$ cat src/rtl/alu_control_muldiv.sv
`default_nettype none
// ============================================================================
// Module   : alu_control_muldiv
// Brief    : RV32IM ALU control decode plus iterative multiply/divide engine.
// Revision : 1.0 - initial release
// ============================================================================
module alu_control_muldiv #(
  parameter int WIDTH = 32
) (
  input  logic             clk,
  input  logic             reset,
  input  logic             valid_i,
  input  logic [6:0]       funct7_i,
  input  logic [2:0]       ALU_Op_i,
  input  logic [2:0]       funct3_i,
  input  logic [WIDTH-1:0] rs1_i,
  input  logic [WIDTH-1:0] rs2_i,
  output logic [3:0]       ALU_Operation_o,
  output logic             illegal_o,
  output logic             md_busy_o,
  output logic             md_done_o,
  output logic [WIDTH-1:0] md_result_o
);

  localparam int CW = $clog2(WIDTH) + 1;

  localparam logic [1:0] S_IDLE = 2'd0;
  localparam logic [1:0] S_RUN  = 2'd1;
  localparam logic [1:0] S_DONE = 2'd2;

  localparam logic [3:0] OP_ADD  = 4'b0000;
  localparam logic [3:0] OP_SUB  = 4'b0001;
  localparam logic [3:0] OP_LUI  = 4'b0010;
  localparam logic [3:0] OP_OR   = 4'b0011;
  localparam logic [3:0] OP_AND  = 4'b0100;
  localparam logic [3:0] OP_XOR  = 4'b0101;
  localparam logic [3:0] OP_SLL  = 4'b0110;
  localparam logic [3:0] OP_SRL  = 4'b0111;
  localparam logic [3:0] OP_SRA  = 4'b1000;
  localparam logic [3:0] OP_SLT  = 4'b1001;
  localparam logic [3:0] OP_SLTU = 4'b1010;
  localparam logic [3:0] OP_MD   = 4'b1111;

  logic [3:0] dec_op;
  logic       dec_ill;

  always_comb begin
    dec_op  = OP_ADD;
    dec_ill = 1'b0;
    case (ALU_Op_i)
      3'b000: begin
        if (funct7_i == 7'b0000000) begin
          case (funct3_i)
            3'b000:  dec_op = OP_ADD;
            3'b001:  dec_op = OP_SLL;
            3'b010:  dec_op = OP_SLT;
            3'b011:  dec_op = OP_SLTU;
            3'b100:  dec_op = OP_XOR;
            3'b101:  dec_op = OP_SRL;
            3'b110:  dec_op = OP_OR;
            default: dec_op = OP_AND;
          endcase
        end else if (funct7_i == 7'b0100000) begin
          if (funct3_i == 3'b000)      dec_op  = OP_SUB;
          else if (funct3_i == 3'b101) dec_op  = OP_SRA;
          else                         dec_ill = 1'b1;
        end else if (funct7_i == 7'b0000001) begin
          dec_op = OP_MD;
        end else begin
          dec_ill = 1'b1;
        end
      end
      3'b001: begin
        case (funct3_i)
          3'b000: dec_op = OP_ADD;
          3'b010: dec_op = OP_SLT;
          3'b011: dec_op = OP_SLTU;
          3'b100: dec_op = OP_XOR;
          3'b110: dec_op = OP_OR;
          3'b111: dec_op = OP_AND;
          3'b001: begin
            if (funct7_i == 7'b0000000) dec_op  = OP_SLL;
            else                        dec_ill = 1'b1;
          end
          default: begin
            if (funct7_i == 7'b0000000)      dec_op  = OP_SRL;
            else if (funct7_i == 7'b0100000) dec_op  = OP_SRA;
            else                             dec_ill = 1'b1;
          end
        endcase
      end
      3'b010:  dec_op  = OP_SUB;
      3'b011:  dec_op  = OP_ADD;
      3'b111:  dec_op  = OP_LUI;
      default: dec_ill = 1'b1;
    endcase
    if (dec_ill) dec_op = OP_ADD;
  end

  assign ALU_Operation_o = dec_op;
  assign illegal_o       = dec_ill;

  logic [1:0]         state;
  logic [CW-1:0]      count;
  logic [2:0]         md_f3;
  logic               sign_a;
  logic               sign_b;
  logic [WIDTH-1:0]   a_mag;
  logic [WIDTH-1:0]   b_mag;
  logic [2*WIDTH-1:0] acc;

  logic start;
  logic new_sa, new_sb;
  logic [WIDTH-1:0] new_a_mag, new_b_mag;

  assign start = valid_i && (state == S_IDLE) && (dec_op == OP_MD) && !dec_ill;

  // Only MULHU, DIVU and REMU treat rs1 as unsigned; rs2 is also unsigned for MULHSU.
  always_comb begin
    new_sa    = rs1_i[WIDTH-1] && !(funct3_i == 3'b011 || funct3_i == 3'b101 || funct3_i == 3'b111);
    new_sb    = rs2_i[WIDTH-1] && !(funct3_i == 3'b010 || funct3_i == 3'b011 ||
                                   funct3_i == 3'b101 || funct3_i == 3'b111);
    new_a_mag = new_sa ? -rs1_i : rs1_i;
    new_b_mag = new_sb ? -rs2_i : rs2_i;
  end

  logic [WIDTH:0]     mul_sum;
  logic [WIDTH:0]     div_shift;
  logic [WIDTH:0]     div_diff;
  logic [2*WIDTH-1:0] acc_next;

  // Multiply: multiplier sits in the low half and shifts out as the product
  // shifts in. Divide: remainder in the high half, dividend/quotient below.
  always_comb begin
    mul_sum   = {1'b0, acc[2*WIDTH-1:WIDTH]} + (acc[0] ? {1'b0, a_mag} : '0);
    div_shift = {acc[2*WIDTH-1:WIDTH], acc[WIDTH-1]};
    div_diff  = div_shift - {1'b0, b_mag};
    if (!md_f3[2])
      acc_next = {mul_sum, acc[WIDTH-1:1]};
    else if (div_diff[WIDTH])
      acc_next = {div_shift[WIDTH-1:0], acc[WIDTH-2:0], 1'b0};
    else
      acc_next = {div_diff[WIDTH-1:0], acc[WIDTH-2:0], 1'b1};
  end

  logic [2*WIDTH-1:0] prod;
  logic [WIDTH-1:0]   quot;
  logic [WIDTH-1:0]   remd;
  logic [WIDTH-1:0]   a_orig;
  logic [WIDTH-1:0]   final_res;
  logic               b_zero;

  always_comb begin
    prod   = (sign_a ^ sign_b) ? -acc_next : acc_next;
    quot   = acc_next[WIDTH-1:0];
    remd   = acc_next[2*WIDTH-1:WIDTH];
    a_orig = sign_a ? -a_mag : a_mag;
    b_zero = (b_mag == '0);
    case (md_f3)
      3'b000:         final_res = prod[WIDTH-1:0];
      3'b001, 3'b010,
      3'b011:         final_res = prod[2*WIDTH-1:WIDTH];
      3'b100, 3'b101: final_res = b_zero ? '1 : ((sign_a ^ sign_b) ? -quot : quot);
      default:        final_res = b_zero ? a_orig : (sign_a ? -remd : remd);
    endcase
  end

  always_ff @(posedge clk or negedge reset) begin
    if (!reset) begin
      state       <= S_IDLE;
      count       <= '0;
      md_f3       <= 3'b000;
      sign_a      <= 1'b0;
      sign_b      <= 1'b0;
      a_mag       <= '0;
      b_mag       <= '0;
      acc         <= '0;
      md_result_o <= '0;
    end else begin
      case (state)
        S_IDLE: begin
          if (start) begin
            state  <= S_RUN;
            count  <= '0;
            md_f3  <= funct3_i;
            sign_a <= new_sa;
            sign_b <= new_sb;
            a_mag  <= new_a_mag;
            b_mag  <= new_b_mag;
            acc    <= {{WIDTH{1'b0}}, (funct3_i[2] ? new_a_mag : new_b_mag)};
          end
        end
        S_RUN: begin
          acc   <= acc_next;
          count <= count + 1'b1;
          if (count == CW'(WIDTH - 1)) begin
            state       <= S_DONE;
            md_result_o <= final_res;
          end
        end
        default: state <= S_IDLE;
      endcase
    end
  end

  assign md_busy_o = (state == S_RUN) || start;
  assign md_done_o = (state == S_DONE);

endmodule
`default_nettype wire
$ cat config.mk
export PLATFORM = sky130hd
export DESIGN_NAME = alu_control_muldiv
export DESIGN_NICKNAME = d
export VERILOG_FILES = /design/src/rtl/alu_control_muldiv.sv
export SDC_FILE = /design/constraint.sdc
export NUM_CORES = 1
export LEC_CHECK = 0
export CAP_MARGIN = 25
export CELL_PAD_IN_SITES_DETAIL_PLACEMENT = 0
export CELL_PAD_IN_SITES_GLOBAL_PLACEMENT = 2
export CORE_ASPECT_RATIO = 0.5
export CORE_MARGIN = 10
export CORE_UTILIZATION = 39
export CTS_CLUSTER_DIAMETER = 100
export DETAILED_ROUTE_END_ITERATION = 8
export GPL_TIMING_DRIVEN = 0
export PLACE_DENSITY_LB_ADDON = 0.25
export SLEW_MARGIN = 20
export SYNTH_ARGS = -nofsm -noshare
export SYNTH_HDL_FRONTEND = slang
export SYNTH_SLANG_ARGS = --single-unit
$ cat constraint.sdc
create_clock -name clk -period 12.4 [get_ports clk]
set_input_delay 2.48 -clock clk [delete_from_list [all_inputs] [get_ports clk]]
set_output_delay 2.48 -clock clk [all_outputs]
set_load 0.005 [all_outputs]
==> metrics.cfg <==
[run_status]
status=finished clean

[sta]
rsz0062_at_grt=no
fin_crit_ns=8.58
setup_viol=0
maxSlewHeadroom_pct=19.3
tns_ns=0
worst_pin_slew_ns=1.21
min_period_over_period_pct=69.2
fmax_ghz=0.117
fin_worst_skew_ns=0.0274
hold_viol_final=0
slew_viol_final=0

[place]
post-place-cells=3043
dp_hpwl_mm=76.2
globalplace.congestion=1.07
port_buffers=118

[synthesis]
async_reset_ff_share_pct=100
synth_seq_cells=173
synth_seq_area_share_pct=24.5
synth-main-ff-cell=dfrtp_1
syn_avg_cell_area_um2=7.57
netlist_area_um2=17700
yosysWarnings=0
yosysUniqueCellTypes=99
syn_nets=2485
netlist_instances=2333
synth_edf_count=0

[clock_network]
clkTransAtPathRegs_ns=0.08
clockBufferDepth=2
clock_latency_ns=0.49
numCtsBuffers=17
cts_resized=0
cts_max_level=4
cts_setup_buffers=0
ctsHoldBuffers=0
cts-root-buf=clkbuf_16
tritoncts=built
clkSinkCount=173

[routing]
dr.pass1.iters=6
drcViolationCount=0
viasPerCell=6.44
wl_per_cell_um=29.9
ant_nets=0
routed_wl_mm=91.9
drt-initial-drc-count=2767
dr_total_vias=19800

[final_layout]
drive_gt1_share_pct=5.95
nets=2628
final_cells=3078
layout_commonest_cell=nand2_1
final_cell_mix=nand2_1 (298), o21ai_0 (228), a21oi_1 (197)
synthToLayoutAreaGrowth_pct=15.3

[critical_path]
crit_path_max_incr_delay_ns=0.56
worstSetupEndpointType=primary output
cp-startpoint=funct7_i[3]
cp_num_buf_inv=6
critPathMaxFanout=10
path_cells=clkdlybuf4s50_1, or4_1, nor4_1, inv_1, o21ai_0, o211ai_1, o31ai_1, nand4_1, and2_1, clkbuf_1, clkbuf_1, inv_1, clkdlybuf4s50_1
crit_family=buffers and inverters
r2r_start=b_mag[0]$_DFFE_PN0P_
reg2reg_slack_ns=5.54
cp.arrival_ns=6.10
path_depth=13
start_kind=input pin
cp_data_required_time_ns=9.92
cpMaxStageDelayCell=or4_1
crit_type=input pin to primary output
reg2regPathDepth=21

[die]
num_io_pins=119
die_area_um2=54700
die_width_um=321
rows=54
initial_core_util_pct=40.0
core_area_um2=44100
fp.dieH_um=170

[pwr]
p_per_area_nw_per_um2=67.6
ir_drop_uv=89.3
leakage_nw=8.29
p_total_mw=1.37

[worst_hold_path]
min_path_type=flip-flop to flip-flop
min_path_cells=2
hp-start=md_result_o[23]$_DFFE_PN0P_

[global_route]
grt_usage_pct=32.6
grt_pass1_vias=18300
grt_pass1_wl_mm=131
grt_max_degree=91
globalRouteOverflowTotal=0
antenna_found_initial=4

[flow_run]
max_cap_violations=0

## synth_stat cells, drive strengths merged (32+ instances only)
cell type  count  share of area (%)
a21oi        198                5.6
and2          51                1.8
buf           33               0.95
clkbuf       101                2.1
dfrtp        173                 25
ha            70                5.0
inv           65                1.4
mux2          35                2.2
mux2i         45                2.6
nand2        301                6.4
nand3         78                2.4
nand4         32                1.3
nor2         191                4.1
nor3          47                1.4
nor4          36                1.4
o21ai        241                6.9
o31ai         45                2.0
xnor2        114                5.7
xor2          94                4.7
## per-layer routing
metal / wire (µm) / track usage (%) / share of wire, %
met1: 41500 / 47.3 / 45
met2: 35800 / 45.3 / 39
met3: 12600 / 11.4 / 14
met4: 1960 / 7.37 / 2.1
met5: 88 / 0 / 0.096
## state kept, by name (all words and copies together) (netlist names)
register     count
acc             64
a_mag           32
b_mag           32
md_result_o     32
count            6
md_f3            3
state            2
sign_a           1
sign_b           1
## tightest hold or removal path, cell delays in order, from the launching register on
cell,delay (ns)
dfrtp_1,0.35
nand2_1,0.05
nand2_1,0.05
## through the flow
stage / area (µm²) / hold slack [ns] / setup slack (ns) / utilization (%)
floorplan: 17700 / 0.449 / 5.41 / -
global placement: 19600 / 0.452 / 1.20 / 44.4
detailed placement: 19700 / 0.456 / 3.83 / 44.6
CTS: 20300 / 0.474 / 3.81 / 46.1
global route: 20300 / 0.502 / 3.58 / 46.1
finish: 20300 / 0.475 / 3.82 / 46.1
## kinds of logic (layout without fill, tap and decap cells)
logic type                 Yosys count  in the layout  share of synthesized area, %
AOI/OAI and AO/OA                  755            755                          27.6
and+or+nand+nor                    845            845                          23.1
muxes                               80             80                          4.78
DFF                                173            173                          24.5
buffers and inverters              200            356                          4.50
adders and majority gates           72             72                          5.19
xor gates and xnor gates           208            208                          10.3
other                                0              1                             0
## report_power, final
group	switching [mW]	internal, mW	leakage, nW
clock	0.324	0.285	0.311
sequential	0.00520	0.568	2.09
combinational	0.120	0.0724	5.90
total	0.449	0.925	8.29
## worst paths after layout
check	to
setup reg to reg	md_result_o[28]$_DFFE_PN0P_
setup / recovery	md_busy_o
min in group asynchronous	b_mag[6]$_DFFE_PN0P_
hold / removal	md_result_o[23]$_DFFE_PN0P_
max in group asynchronous	md_result_o[25]$_DFFE_PN0P_
hold reg to reg	md_result_o[23]$_DFFE_PN0P_
## area by class of cell
cell class / instances / area [µm²]
antenna: 1 / 2.50
buffer: 134 / 547
clock buffer: 17 / 425
clock inverter: 15 / 223
fill: 4575 / 23800
inverter: 66 / 248
multi-input combinational: 1960 / 12500
sequential: 173 / 4330
tap: 588 / 736
timing repair buffer: 124 / 1290
No activity file was read; power rests on OpenSTA's default activity.
==> RTL change, RTL diff (same flow settings) <==
Add an input register stage for `valid_i`, `funct7_i`, `ALU_Op_i`, `rs1_i` and `rs2_i`, without a reset; this delays them by one clock. The other inputs are not delayed to match.
--- a/src/rtl/alu_control_muldiv.sv
+++ b/src/rtl/alu_control_muldiv.sv
@@ -41,15 +41,29 @@
   localparam logic [3:0] OP_SLTU = 4'b1010;
   localparam logic [3:0] OP_MD   = 4'b1111;
 
+  logic valid_q;
+  logic [6:0] funct7_q;
+  logic [2:0] ALU_Op_q;
+  logic [WIDTH-1:0] rs1_q;
+  logic [WIDTH-1:0] rs2_q;
+
+  always_ff @(posedge clk) begin
+    valid_q  <= valid_i;
+    funct7_q <= funct7_i;
+    ALU_Op_q <= ALU_Op_i;
+    rs1_q    <= rs1_i;
+    rs2_q    <= rs2_i;
+  end
+
   logic [3:0] dec_op;
   logic       dec_ill;
 
   always_comb begin
     dec_op  = OP_ADD;
     dec_ill = 1'b0;
-    case (ALU_Op_i)
+    case (ALU_Op_q)
       3'b000: begin
-        if (funct7_i == 7'b0000000) begin
+        if (funct7_q == 7'b0000000) begin
           case (funct3_i)
             3'b000:  dec_op = OP_ADD;
             3'b001:  dec_op = OP_SLL;
@@ -60,11 +74,11 @@
             3'b110:  dec_op = OP_OR;
             default: dec_op = OP_AND;
           endcase
-        end else if (funct7_i == 7'b0100000) begin
+        end else if (funct7_q == 7'b0100000) begin
           if (funct3_i == 3'b000)      dec_op  = OP_SUB;
           else if (funct3_i == 3'b101) dec_op  = OP_SRA;
           else                         dec_ill = 1'b1;
-        end else if (funct7_i == 7'b0000001) begin
+        end else if (funct7_q == 7'b0000001) begin
           dec_op = OP_MD;
         end else begin
           dec_ill = 1'b1;
@@ -79,12 +93,12 @@
           3'b110: dec_op = OP_OR;
           3'b111: dec_op = OP_AND;
           3'b001: begin
-            if (funct7_i == 7'b0000000) dec_op  = OP_SLL;
+            if (funct7_q == 7'b0000000) dec_op  = OP_SLL;
             else                        dec_ill = 1'b1;
           end
           default: begin
-            if (funct7_i == 7'b0000000)      dec_op  = OP_SRL;
-            else if (funct7_i == 7'b0100000) dec_op  = OP_SRA;
+            if (funct7_q == 7'b0000000)      dec_op  = OP_SRL;
+            else if (funct7_q == 7'b0100000) dec_op  = OP_SRA;
             else                             dec_ill = 1'b1;
           end
         endcase
@@ -113,15 +127,15 @@
   logic new_sa, new_sb;
   logic [WIDTH-1:0] new_a_mag, new_b_mag;
 
-  assign start = valid_i && (state == S_IDLE) && (dec_op == OP_MD) && !dec_ill;
+  assign start = valid_q && (state == S_IDLE) && (dec_op == OP_MD) && !dec_ill;
 
   // Only MULHU, DIVU and REMU treat rs1 as unsigned; rs2 is also unsigned for MULHSU.
   always_comb begin
-    new_sa    = rs1_i[WIDTH-1] && !(funct3_i == 3'b011 || funct3_i == 3'b101 || funct3_i == 3'b111);
-    new_sb    = rs2_i[WIDTH-1] && !(funct3_i == 3'b010 || funct3_i == 3'b011 ||
+    new_sa    = rs1_q[WIDTH-1] && !(funct3_i == 3'b011 || funct3_i == 3'b101 || funct3_i == 3'b111);
+    new_sb    = rs2_q[WIDTH-1] && !(funct3_i == 3'b010 || funct3_i == 3'b011 ||
                                    funct3_i == 3'b101 || funct3_i == 3'b111);
-    new_a_mag = new_sa ? -rs1_i : rs1_i;
-    new_b_mag = new_sb ? -rs2_i : rs2_i;
+    new_a_mag = new_sa ? -rs1_q : rs1_q;
+    new_b_mag = new_sb ? -rs2_q : rs2_q;
   end
 
   logic [WIDTH:0]     mul_sum;
Behaviour: not the same (a bounded check fails within 4 cycles, from zero or initial values and one cycle with reset low).
==> RTL change against the original RTL <==
  * Count of clock-buffer cells in the layout up 23
  * Core utilization down 0.41 points
  * Synthesized area increased by 9.3%
  * Worst setup slack got worse by 0.53 ns
  * Routed wire length is 5.3% higher
  * Sequential cell count grew 75
  * Global-route usage fell by 1.0 points
  * Via count rose by 4.2%
  * Synthesized cell count increased by 4.6%
  * Final area is 9.4% higher
  * Highest routed layer unchanged
Power is not compared: it rests on default switching activity, and its combinational part moved more than twofold at a synthesized area within 25%.
==> RTL change: results <==
group,metric,value,unit
place,pre_cts_slack,3.384,ns
final_layout,nets,2741,
routing,wirelength,96840,um
cts,clk_latency,0.59,ns
place,dpl.hpwl,79660,um
routing,drt_iter0_drc,2389,
run_status,status,"finished clean",
global_routing,grt_pass1_vias,19240,
worst_hold_path,holdPathStages,2,
final_layout,drive_above_1_share,5.711,%
synth,async_flop_share,69.76,%
setup_path,path_delay_family,"buffers and inverters",
cts,cts.reportedPaths.clkPinSlew,0.06,ns
setup_path,r2r_cells,19,
cts,cts_resized,0,
cts,htreeDepth,1,
timing,finClkSkew,0.01489,ns
setup_path,cpMaxStageDelayCell,"clkbuf_1",
global_routing,antenna_found_initial,5,
final_layout,regMostFlops,"acc",
routing,first_pass_iters,6,
place,portBuffers,115,
synth,yosys_warnings,0,
pwr,p_leak,9.143,nW
final_layout,fillCellCount,5032,
setup_path,worstPathArrival,6.63,ns
place,globalplace.congestion,1.037,
routing,ant_nets,0,
cts,clockRootBuffer,"clkbuf_16",
synth,ys.flop_type,"dfrtp_1",
cts,cts_inserted_buffers,26,
final_layout,largest_register_ff_count,64,
synth,synthTopCellsByArea,"dfrtp_1 22%, dfxtp_1 7.8%, o21ai_0 6.1%",
cts,postCtsSetupBuffers,0,
synth,synth_seq_area_share,30.23,%
floorplan,die_x,334.5,um
setup_path,cpPeakStageDelay,0.68,ns
routing,vias,20651,
synth,synthesis.nets,2592,
synth,synthTopCellsByCount,"292 x nand2_1, 234 x o21ai_0, 195 x nor2_1, 176 x a21oi_1, 173 x dfrtp_1",
pwr,ir_drop,0.1025,mV
global_routing,grt_pass1_wl,138000,um
setup_path,critPathMaxFanout,10,
global_routing,grt_max_degree,73,
global_routing,grt_util_all_layers,31.61,%
cts,clock_path_buffers,3,
worst_hold_path,hp-class,"flip-flop to flip-flop",
synth,synth_cell_type_count,101,
timing,max_slew_margin,20.38,%
[RTL change: changes by cell type after synthesis, sizes merged, moves of 7 or more]
cell and change:
dfxtp +75, a21oi -20, xor2 -20, nor3 +16, a221o +11, a221oi +11, and3 +10, nand4 -9
o211ai -9, and4 +8, nand2 -8, a31oi +7, mux2 -7, o41ai -7
[RTL change: path summary, 6_finish.rpt]
kind | startpoint | endpoint | slack [ns]
max reg2reg | md_f3[2] | md_result_o[28] | 4.13
min reg2reg | md_result_o[17] | md_result_o[17] | 0.49
min in group asynchronous | reset | b_mag[22] | 1.77
min | md_result_o[17] | md_result_o[17] | 0.49
max | funct3_i[2] | md_busy_o | 3.29
max in group asynchronous | reset | acc[53] | 9.92
[RTL change: cell type report]
type / count / area (um^2) / area share, %
multi-input combinational: 1987 / 12620 / 56.70
sequential: 248 / 5831 / 26.19
timing repair buffer: 121 / 1242 / 5.581
tap: 649 / 812.0 / 3.648
clock buffer: 40 / 783.3 / 3.519
buffer: 139 / 586.8 / 2.636
inverter: 66 / 247.7 / 1.113
clock inverter: 8 / 127.6 / 0.5733
antenna: 3 / 7.507 / 0.03372
[RTL change: cell families after synthesis]
kind of cell    synth area share, %
fa+ha+maj                     4.749
mux                           3.970
flops                         30.23
simple gates                  22.66
compound gates                25.39
buf+inv                       4.327
xor+xnor                      8.673
[RTL change: stage by stage]
step           hold slack, ns  instance area, um^2  total power, mW  cells
2_1_floorplan          0.4492                19290            1.240   2440
6_report               0.4886                22260            2.353   3261
3_3_place_gp           0.4670                21250            1.491   3204
4_1_cts                0.4840                22230            2.336   3255
3_5_place_dp           0.4724                21320            1.492   3207
5_1_grt                0.5115                22250            2.426   3258
[RTL change: layer usage]
layer	share of wire, %	global-route usage, %	vias to the layer above
met5	0.024	0	-
met4	2.6	7.266	4
met3	13	12.82	154
met2	38	42.95	1171
met1	46	45.41	10060
li1	-	-	9262
[RTL change: report_power, final]
group / switching (mW) / leakage [nW] / internal [mW]
logic: 0.416 / 5.94 / 0.205
clock network: 0.368 / 0.448 / 0.481
registers: 0.0442 / 2.76 / 0.839
[RTL change: tightest hold or removal path, cell delays in order (launching register included)]
cell,delay [ns]
dfrtp_1,0.35
nand2_1,0.05
o31ai_1,0.05
